--- config.mk ---
export PLATFORM = sky130hd
export DESIGN_NAME = pq_access_arbiter
export DESIGN_NICKNAME = d
export VERILOG_FILES = /design/src/rtl/pq_access_arbiter.sv
export SDC_FILE = /design/constraint.sdc
export NUM_CORES = 1
export LEC_CHECK = 0
export ABC_AREA = 1
export CAP_MARGIN = 0
export CORE_AREA = 2 2 59 83
export DETAILED_ROUTE_END_ITERATION = 8
export DIE_AREA = 0 0 61 85
export PLACE_DENSITY = 0.79
export SYNTH_ARGS = -nofsm -noshare
export SYNTH_HDL_FRONTEND = slang
export SYNTH_SLANG_ARGS = --single-unit
--- constraint.sdc ---
create_clock -name clk -period 2.1 [get_ports clk]
set_input_delay 0.21 -clock clk [delete_from_list [all_inputs] [get_ports clk]]
set_output_delay 0.21 -clock clk [all_outputs]
set_load 0.01 [all_outputs]
--- src/rtl/pq_access_arbiter.sv ---
// pq_access_arbiter
//
// Sits between NUM_REQ producers and an external priority queue.
//
// Enqueue side:
//   - A round-robin search over req_valid picks one producer per cycle.
//   - That producer's payload is tagged with its index and written to the queue.
//   - Any set valid bit enqueues the same cycle, as long as the queue is not full.
//
// Drain side:
//   - A three-state FSM (EMPTY / FETCH / VALID) pops the queue.
//   - It accounts for the queue's one-cycle registered read latency.
//   - It holds the popped entry on out_* until the consumer takes it.
//
// Ports:
//   clk, rst_n                  clock (rising edge); asynchronous active-low reset
//   req_valid/req_data/
//     req_priority              per-producer entry, payload and priority (slice i)
//   req_ready                   one-hot accept strobe back to producers
//   pq_wdata/pq_wpriority/
//     pq_enqueue, pq_full       queue write side
//   pq_dequeue, pq_rdata/
//     pq_rpriority, pq_empty    queue read side (data valid one cycle after dequeue)
//   out_valid/out_ready/
//     out_data/out_priority/
//     out_src                   drained entry to the consumer
module pq_access_arbiter #(
   parameter int NUM_REQ        = 4,
   parameter int DATA_WIDTH     = 8,
   parameter int PRIORITY_WIDTH = 3,
   parameter int SRC_WIDTH      = $clog2(NUM_REQ),
   parameter int PQ_WIDTH       = SRC_WIDTH + DATA_WIDTH
) (
   input  logic                          clk,
   input  logic                          rst_n,
   input  logic [NUM_REQ-1:0]            req_valid,
   input  logic [NUM_REQ*DATA_WIDTH-1:0] req_data,
   input  logic [NUM_REQ*PRIORITY_WIDTH-1:0] req_priority,
   output logic [NUM_REQ-1:0]            req_ready,
   output logic [PQ_WIDTH-1:0]           pq_wdata,
   output logic [PRIORITY_WIDTH-1:0]     pq_wpriority,
   output logic                          pq_enqueue,
   input  logic                          pq_full,
   output logic                          pq_dequeue,
   input  logic [PQ_WIDTH-1:0]           pq_rdata,
   input  logic [PRIORITY_WIDTH-1:0]     pq_rpriority,
   input  logic                          pq_empty,
   output logic                          out_valid,
   input  logic                          out_ready,
   output logic [DATA_WIDTH-1:0]         out_data,
   output logic [PRIORITY_WIDTH-1:0]     out_priority,
   output logic [SRC_WIDTH-1:0]          out_src
);

   typedef enum logic [1:0] {
      EMPTY = 2'd0,
      FETCH = 2'd1,
      VALID = 2'd2
   } drain_state_t;

   // ------------------------------------------------------------------
   // Enqueue side
   // ------------------------------------------------------------------
   logic [SRC_WIDTH-1:0]      rr_ptr_reg;
   logic [SRC_WIDTH-1:0]      grant_idx;
   logic [SRC_WIDTH-1:0]      scan_idx;
   logic                      grant_found;
   logic [DATA_WIDTH-1:0]     data_arr [NUM_REQ];
   logic [PRIORITY_WIDTH-1:0] prio_arr [NUM_REQ];

   genvar gi;
   generate
      for (gi = 0; gi < NUM_REQ; gi++) begin : g_req
         assign data_arr[gi]  = req_data[gi*DATA_WIDTH +: DATA_WIDTH];
         assign prio_arr[gi]  = req_priority[gi*PRIORITY_WIDTH +: PRIORITY_WIDTH];
         assign req_ready[gi] = pq_enqueue && (grant_idx == SRC_WIDTH'(gi));
      end
   endgenerate

   // Search upward from rr_ptr.
   // NUM_REQ is a power of two, so the SRC_WIDTH-bit add wraps for free.
   always_comb begin
      grant_idx   = '0;
      grant_found = 1'b0;
      scan_idx    = '0;
      for (int k = 0; k < NUM_REQ; k++) begin
         scan_idx = rr_ptr_reg + SRC_WIDTH'(k);
         if (!grant_found && req_valid[scan_idx]) begin
            grant_found = 1'b1;
            grant_idx   = scan_idx;
         end
      end
   end

   // Gating with rst_n keeps every strobe low while reset is held, not
   // just after the first clock edge of reset.
   assign pq_enqueue   = rst_n && grant_found && !pq_full;
   assign pq_wdata     = pq_enqueue ? {grant_idx, data_arr[grant_idx]} : '0;
   assign pq_wpriority = pq_enqueue ? prio_arr[grant_idx] : '0;

   always_ff @(posedge clk or negedge rst_n) begin
      if (!rst_n) begin
         rr_ptr_reg <= '0;
      end else if (pq_enqueue) begin
         rr_ptr_reg <= grant_idx + 1'b1;
      end
   end

   // ------------------------------------------------------------------
   // Drain side
   // ------------------------------------------------------------------
   drain_state_t              state_reg, state_next;
   logic                      dequeue_next;
   logic [DATA_WIDTH-1:0]     out_data_reg;
   logic [PRIORITY_WIDTH-1:0] out_priority_reg;
   logic [SRC_WIDTH-1:0]      out_src_reg;

   always_comb begin
      state_next   = state_reg;
      dequeue_next = 1'b0;
      case (state_reg)
         EMPTY: begin
            if (!pq_empty) begin
               dequeue_next = 1'b1;
               state_next   = FETCH;
            end
         end
         // Queue output becomes valid this cycle; the registers below capture it.
         FETCH: begin
            state_next = VALID;
         end
         VALID: begin
            if (out_ready) begin
               if (!pq_empty) begin
                  dequeue_next = 1'b1;
                  state_next   = FETCH;
               end else begin
                  state_next = EMPTY;
               end
            end
         end
         default: begin
            state_next = EMPTY;
         end
      endcase
   end

   assign pq_dequeue = rst_n && dequeue_next;
   assign out_valid  = (state_reg == VALID);

   always_ff @(posedge clk or negedge rst_n) begin
      if (!rst_n) begin
         state_reg <= EMPTY;
      end else begin
         state_reg <= state_next;
      end
   end

   always_ff @(posedge clk or negedge rst_n) begin
      if (!rst_n) begin
         out_data_reg     <= '0;
         out_priority_reg <= '0;
         out_src_reg      <= '0;
      end else if (state_reg == FETCH) begin
         out_data_reg     <= pq_rdata[DATA_WIDTH-1:0];
         out_src_reg      <= pq_rdata[PQ_WIDTH-1:DATA_WIDTH];
         out_priority_reg <= pq_rpriority;
      end
   end

   assign out_data     = out_data_reg;
   assign out_priority = out_priority_reg;
   assign out_src      = out_src_reg;

endmodule
==> results.cfg, run 1 <==
[clock_network]
cts_tree = done
insertion_delay_ps = 250
htreeDepth = 1
cts_buffer_depth = 2
cts_hold_buffers = 0
path_clk_slew_ps = 70
cts.sinks = 17
clock_tree.root_cell = clkbuf_8
cts_buffers = 3

[pwr]
internal-power_w = 0.002547
p_sw_w = 0.002385
p_per_area_nw_per_um2 = 1582
switching_share_pct = 48.36
power.leakage_nw = 1.541
power_frac_seq_pct = 11.2
p_clk_share_pct = 4.8
combinationalPowerShare_pct = 84.1
ir_worst_vdd_mv = 0.8699

[grt]
gr-total-overflow = 0
antenna_found_initial = 0
grt_max_degree = 23
grt_pass1_wl_mm = 8.286
grt_usage_pct = 20.36
grt_pass1_vias = 1855

[yosys]
syn_inst = 240
synth_top_area_share_pct = 26.40
ys_seq_area_share_pct = 26.40
synth_top_cell_by_area = dfrtp_1
async_flop_share_pct = 100.0
synth_cell_type_count = 24
synth.area.top_cells = dfrtp_1 26%, nand2_1 12%, inv_1 11%, nand3_1 11%, mux2_2 9.1%
ys.flop_type = dfrtp_1
ys_top_cells_by_count = 53 x nand2_1, 49 x inv_1, 36 x nand3_1
syn-num-nets = 310
syn-cell-area_um2 = 1612
avgSynthCellArea_um2 = 6.715
synth.most_common_cell = nand2_1
ys_seq_elements = 17
synth-edff-count = 0
yosys_warnings = 0

[finish]
final_area_um2 = 3118
layoutNonFillerInstCount = 423
syn_to_final_growth_pct = 93.48
seqCellArea_um2 = 426.7
drive_gt1_share_pct = 33.52
largest_register_ffs = 8
diodes = 0
nFillCells = 364
multi_input_area_um2 = 1134
fin_nets = 432

[critical_path]
worstPathRequired_ps = 1890
worstSetupEndpointType = primary output
crit_top_cell = nand2_1
reg2reg_slack_ps = 110
crit_chain = clkinvlp_4 > nand2_1 > nand2_1 > nand2_1 > nand2_2 > nor2_4 > nand3_4 > nand3_2 > nand2_4 > inv_4 > buf_12 > nand3_1 > a21oi_1 > buf_2
cp-start-kind = flip-flop
cp_slowest_cell = dfrtp_2
worstPathMaxFanout = 8
critPathArrivalTime_ps = 2270
critPathKind = flip-flop to primary output
max_stage_delay_ps = 460
critPathBufInv = 4
crit_family = simple AND/OR/NAND/NOR gates

[drt]
ant_nets = 0
vias = 1975
drt_iter0_markers = 122
drt_pass1_iterations = 4
vias_per_cell = 4.669
totalWireLength_mm = 5.683
wl_per_cell_um = 13.43
drc = 0

[hold_path]
hold_class = input port to async pin

[placed_design]
placed_area_um2 = 2783
dp_hpwl_mm = 3.884
pre_cts_ws_ps = -581.0
place_inst = 409
gp_congestion = 0.8674
portBuffers = 98

[sta]
slew_violations = 0
fmaxAchievable_mhz = 402.6
tightest_slew_ps = 543.9
setup_viol = 17
timing.final.ws_setup_ps = -383.8
timing.slew.headroom_pct = 63.65
period_share_pct = 118.3
finalClockSkew_ps = 3.931
finalSetupTns_ps = -4051
grt_setup_unrepaired = true
finalHoldViolCount = 0
finalCriticalPeriod_ps = 2484

[die]
die_w_um = 61
num_rows = 29
dieArea_um2 = 5185
initial_core_util_pct = 36.11
ios = 99
coreArea_um2 = 4463
die_y_um = 85

[outcome]
violations = setup timing
outcome = finished with violations

[flow_run]
maxCapViolations = 0
==> placed cells by master (no fill, tap or decap), drive strengths merged <==
| cell type | instances |
|---|---|
| a21oi | 13 |
| a31oi | 1 |
| buf | 45 |
| bufbuf | 1 |
| clkbuf | 3 |
| clkdlybuf4s50 | 80 |
| clkinv | 1 |
| clkinvlp | 1 |
| dfrtp | 17 |
| ha | 4 |
| inv | 52 |
| mux2 | 13 |
| nand2 | 61 |
| nand3 | 40 |
| nand3b | 12 |
| nand4 | 1 |
| nor2 | 11 |
| nor3b | 1 |
| o21a | 1 |
| o21ai | 3 |
==> through the flow <==
stage               utilization (%)  total power, W  hold WS [ps]
global placement              62.35        0.003664         487.7
CTS                           67.79        0.004643         507.1
detailed placement            62.35        0.003716         493.1
floorplan                         -        0.002476        -85.59
finish                        69.86        0.004932         506.5
global route                  69.86        0.005294         522.4
==> cells by family after synthesis <==
group	Yosys count	share of synthesized area, %
flip-flops	17	26.40
buffers and inverters	63	16.77
AND/OR/NAND/NOR	125	38.82
multiplexers	13	9.084
AO/OA/AOI/OAI	18	5.823
adder cells (fa/ha/maj)	4	3.106
==> path summary, 6_finish.rpt <==
check | cells after the start | endpoint | startpoint
max reg2reg | 13 | rr_ptr_reg[1]$_DFFE_PN0P_ | rr_ptr_reg[0]$_DFFE_PN0P_
min | 3 | out_priority[1]$_DFFE_PN0N_ | rst_n
min reg2reg | 1 | out_data[7]$_DFFE_PN0N_ | out_data[7]$_DFFE_PN0N_
max | 14 | pq_wdata[1] | rr_ptr_reg[0]$_DFFE_PN0P_
min in group clk | 1 | out_data[7]$_DFFE_PN0N_ | out_data[7]$_DFFE_PN0N_
max in group asynchronous | 3 | rr_ptr_reg[0]$_DFFE_PN0P_ | rst_n
==> metal layers <==
layer  GRT usage [%]  up-vias  wire, µm
met3           2.439        2       311
met4           3.557        0        12
met1           23.53      916      2181
met5               0        -         0
li1                -      994         -
met2           38.71       63      3177
==> cell type report <==
class	instances	area share, %
Sequential cell	17	13.68
Tap cell	62	2.488
Inverter	52	6.501
Clock inverter	1	0.1605
Timing Repair inverter	1	0.2408
Timing Repair Buffer	126	39.25
Multi-Input combinational cell	161	36.36
Clock buffer	3	1.324
==> repair_timing <==
item | 4_1_cts | 5_1_grt
setup endpoints to repair | 19 | 19
cloned | 3 | 0
pin swaps | 24 | 18
buffers inserted | 7 | 0
resized for setup | 110 | 28
==> tightest hold or removal path: cells and delay by family <==
family	cells	cell delay, ps
buf+inv	3	920
==> power groups by stage <==
stage / Clock [W] / Sequential, W / Combinational (W)
after global placement: 0 / 0.000528 / 0.00314
final: 0.000235 / 0.000550 / 0.00415
after global routing: 0.000260 / 0.000567 / 0.00447
after CTS: 0.000241 / 0.000547 / 0.00386
after floorplan: 0 / 0.000577 / 0.00190
after detailed placement: 0 / 0.000538 / 0.00318
(Power assumes the default switching activity.)
==> run 2, diff against run 1 <==
==> config.mk (replaced) <==
export PLATFORM = sky130hd
export DESIGN_NAME = pq_access_arbiter
export DESIGN_NICKNAME = d
export VERILOG_FILES = /design/src/rtl/pq_access_arbiter.sv
export SDC_FILE = /design/constraint.sdc
export NUM_CORES = 1
export LEC_CHECK = 0
export CAP_MARGIN = 0
export CORE_AREA = 2 2 55 77
export DETAILED_ROUTE_END_ITERATION = 8
export DIE_AREA = 0 0 57 79
export PLACE_DENSITY = 0.78
export SLEW_MARGIN = 25
export SYNTH_ARGS = -nofsm -noshare
export SYNTH_HDL_FRONTEND = slang
export SYNTH_SLANG_ARGS = --single-unit
==> results.cfg, run 2 <==
[pwr]
p_per_area_nw_per_um2 = 775.1
power.leakage_nw = 1.123
ir_worst_vdd_mv = 0.6236
finalPower_w = 0.001848

[finish]
syn_to_final_growth_pct = 104.2
nFillCells = 346
final_common_cell = clkdlybuf4s50_1
diodes = 0
largest_register_ffs = 8
drive_gt1_share_pct = 28.51
final_core_utilization_pct = 61.89
fin_nets = 299
final_cell_mix = 77 x clkdlybuf4s50_1, 22 x mux2i_1, 19 x buf_4

[grt]
grt_max_degree = 19
grt_pass1_vias = 1429
antenna_found_initial = 0
grt_pass1_wl_mm = 6.127
grt_usage_pct = 16.95
gr-total-overflow = 0

[sta]
finalHoldWorstSlack_ps = 321.8
finalClockSkew_ps = 6.762
finalCriticalPeriod_ps = 2051
finalHoldViolCount = 0
tightest_slew_ps = 636.3
period_share_pct = 97.68
grt_setup_unrepaired = true
setup_viol = 0
timing.slew.headroom_pct = 57.58
slew_violations = 0
fmaxAchievable_mhz = 487.5

[drt]
ant_nets = 0
wl_per_cell_um = 13.14
drc = 0
vias_per_cell = 4.771
drt_iter0_markers = 24
drt_pass1_iterations = 3
vias = 1293
totalWireLength_mm = 3.560

[die]
coreArea_um2 = 3851
ios = 99
num_rows = 27
initial_core_util_pct = 30.31
die_w_um = 57
dieArea_um2 = 4503
die_y_um = 79

[critical_path]
crit_family = buffers and inverters
worstPathMaxFanout = 6
cp-start-kind = flip-flop
worstPathRequired_ps = 1890
crit_path_end = pq_wdata[0]
path_depth = 8
reg2reg_slack_ps = 510
worstSetupEndpointType = primary output
cp_slowest_cell = dfrtp_1
regToRegStartpoint = rr_ptr_reg[1]$_DFFE_PN0P_
critPathLaunch = rr_ptr_reg[1]$_DFFE_PN0P_
critPathBufInv = 3
rr_worst_depth = 8
critPathKind = flip-flop to primary output
max_stage_delay_ps = 420
crit_chain = nor2b_2 > a31oi_4 > nand3_4 > buf_6 > buf_4 > mux2i_1 > o22ai_1 > buf_2
r2r_end = rr_ptr_reg[1]$_DFFE_PN0P_
critPathArrivalTime_ps = 1840

[yosys]
synth.most_common_cell = mux2i_1
ys_seq_area_share_pct = 36.44
synth.area.top_cells = dfrtp_1 36%, mux2i_1 19%, mux2_2 7.7%, o22ai_1 5.9%, mux2_1 4.8%
syn-cell-area_um2 = 1167
synth-edff-count = 0
synth_cell_type_count = 27
syn_inst = 108
synth_top_area_share_pct = 36.44
yosys_warnings = 0
avgSynthCellArea_um2 = 10.81
async_flop_share_pct = 100.0
ys.flop_type = dfrtp_1
synth_top_cell_by_area = dfrtp_1
ys_seq_elements = 17
syn-num-nets = 178
ys_top_cells_by_count = 22 x mux2i_1, 17 x dfrtp_1, 11 x o22ai_1

[placed_design]
dp_hpwl_mm = 2.927
portBuffers = 98
gp_congestion = 0.7221

[clock_network]
clock_tree.root_cell = clkbuf_8
htreeDepth = 1
cts_buffers = 3
insertion_delay_ps = 250
cts.sinks = 17
cts_hold_buffers = 0
cts_tree = done
cts_buffer_depth = 2
path_clk_slew_ps = 70

[outcome]
outcome = finished clean

[hold_path]
hold_class = input port to async pin

[flow_run]
maxCapViolations = 0
-- run 2: cell types whose count changed in the layout (fill, tap and decap cells not counted), moves of 9 or more --
cell,change
inv_1,-46
o22ai_1,+11
nand3_1,-28
nand2_1,-35
mux2i_1,+22
nand3b_1,-12
a21oi_2,-9
nand3_2,-11
nand2_2,-11
-- run 2: worst register-to-register path, cell delays in order, from the launching register on --
cell and delay (ps):
dfrtp_1 420, nor2b_2 200, a31oi_4 170, nand3_4 130, buf_12 170, inv_2 60, ha_1 210, nand2_1 60
o21ai_1 60
-- run 2: per-layer routing --
| metal | share of wire, % | global-route usage [%] | vias to the layer above |
|---|---|---|---|
| met1 | 36 | 17.31 | 585 |
| met4 | 0.76 | 4.884 | 0 |
| li1 | - | - | 631 |
| met3 | 9.9 | 5.537 | 2 |
| met2 | 54 | 32.07 | 75 |
| met5 | 0 | 0 | - |
-- run 2: timing repair --
item,4_1_cts,5_1_grt
setup endpoints to repair,18,17
buffers inserted,4,0
resized for setup,59,17
gates cloned,0,0
pin swaps,7,2
endpoints found under the hold margin,0,0
-- run 2: metrics by stage --
step / setup TNS (ps) / instances / worst slack (ps) / instance area, µm²
finish: 0 / 271 / 48.65 / 2384
global route: -65.47 / 271 / -41.78 / 2384
CTS: -21.63 / 271 / -21.63 / 2430
detailed placement: -6561 / 263 / -440.8 / 2323
global placement: -5855 / 263 / -393.0 / 2323
floorplan: 0 / 108 / 469.2 / 1167
-- run 2: worst min path at each step --
stage | slack (ps) | to | start | cells past startpoint
floorplan | -90 | out_data[0]$_DFFE_PN0N_ | rst_n | 0
global placement | 470 | out_priority[2]$_DFFE_PN0N_ | out_priority[2]$_DFFE_PN0N_ | 1
detailed placement | 480 | out_data[4]$_DFFE_PN0N_ | out_data[4]$_DFFE_PN0N_ | 1
CTS | 330 | out_priority[2]$_DFFE_PN0N_ | rst_n | 2
global route | 360 | out_priority[2]$_DFFE_PN0N_ | rst_n | 2
finish | 320 | out_priority[2]$_DFFE_PN0N_ | rst_n | 2
-- run 2: final cells by class --
type	instances	area, µm²	area share (%)
clock buffer	3	41.29	1.732
clock inverter	1	5.005	0.2100
inverter	4	15.01	0.6299
multi-input combinational	81	730.7	30.66
sequential	17	425.4	17.85
tap	43	53.80	2.257
timing repair buffer	122	1112	46.67
-- run 2: cells by family (layout without fill, tap and decap cells) --
group,after synthesis,after routing,share of synthesized area [%]
flops,17,17,36.44
compound gates,19,19,10.83
fa+ha+maj,4,4,4.287
mux,35,35,31.40
buf+inv,10,130,4.823
simple gates,23,23,12.22
-- run 2: power breakdown --
part / switching (W) / internal, W
clock: 0.000110 / 0.000131
combinational: 0.000418 / 0.000669
sequential: 0.0000696 / 0.000450
==> run 3, diff against run 2 <==
--- a/config.mk
+++ b/config.mk
@@ -5,6 +5,7 @@
 export SDC_FILE = /design/constraint.sdc
 export NUM_CORES = 1
 export LEC_CHECK = 0
+export ABC_CLOCK_PERIOD_IN_PS = 2100
 export CAP_MARGIN = 0
 export CORE_AREA = 2 2 55 77
 export DETAILED_ROUTE_END_ITERATION = 8
==> results of run 3 <==
The final DEF is identical to that of run 2; final timing and power are the same.
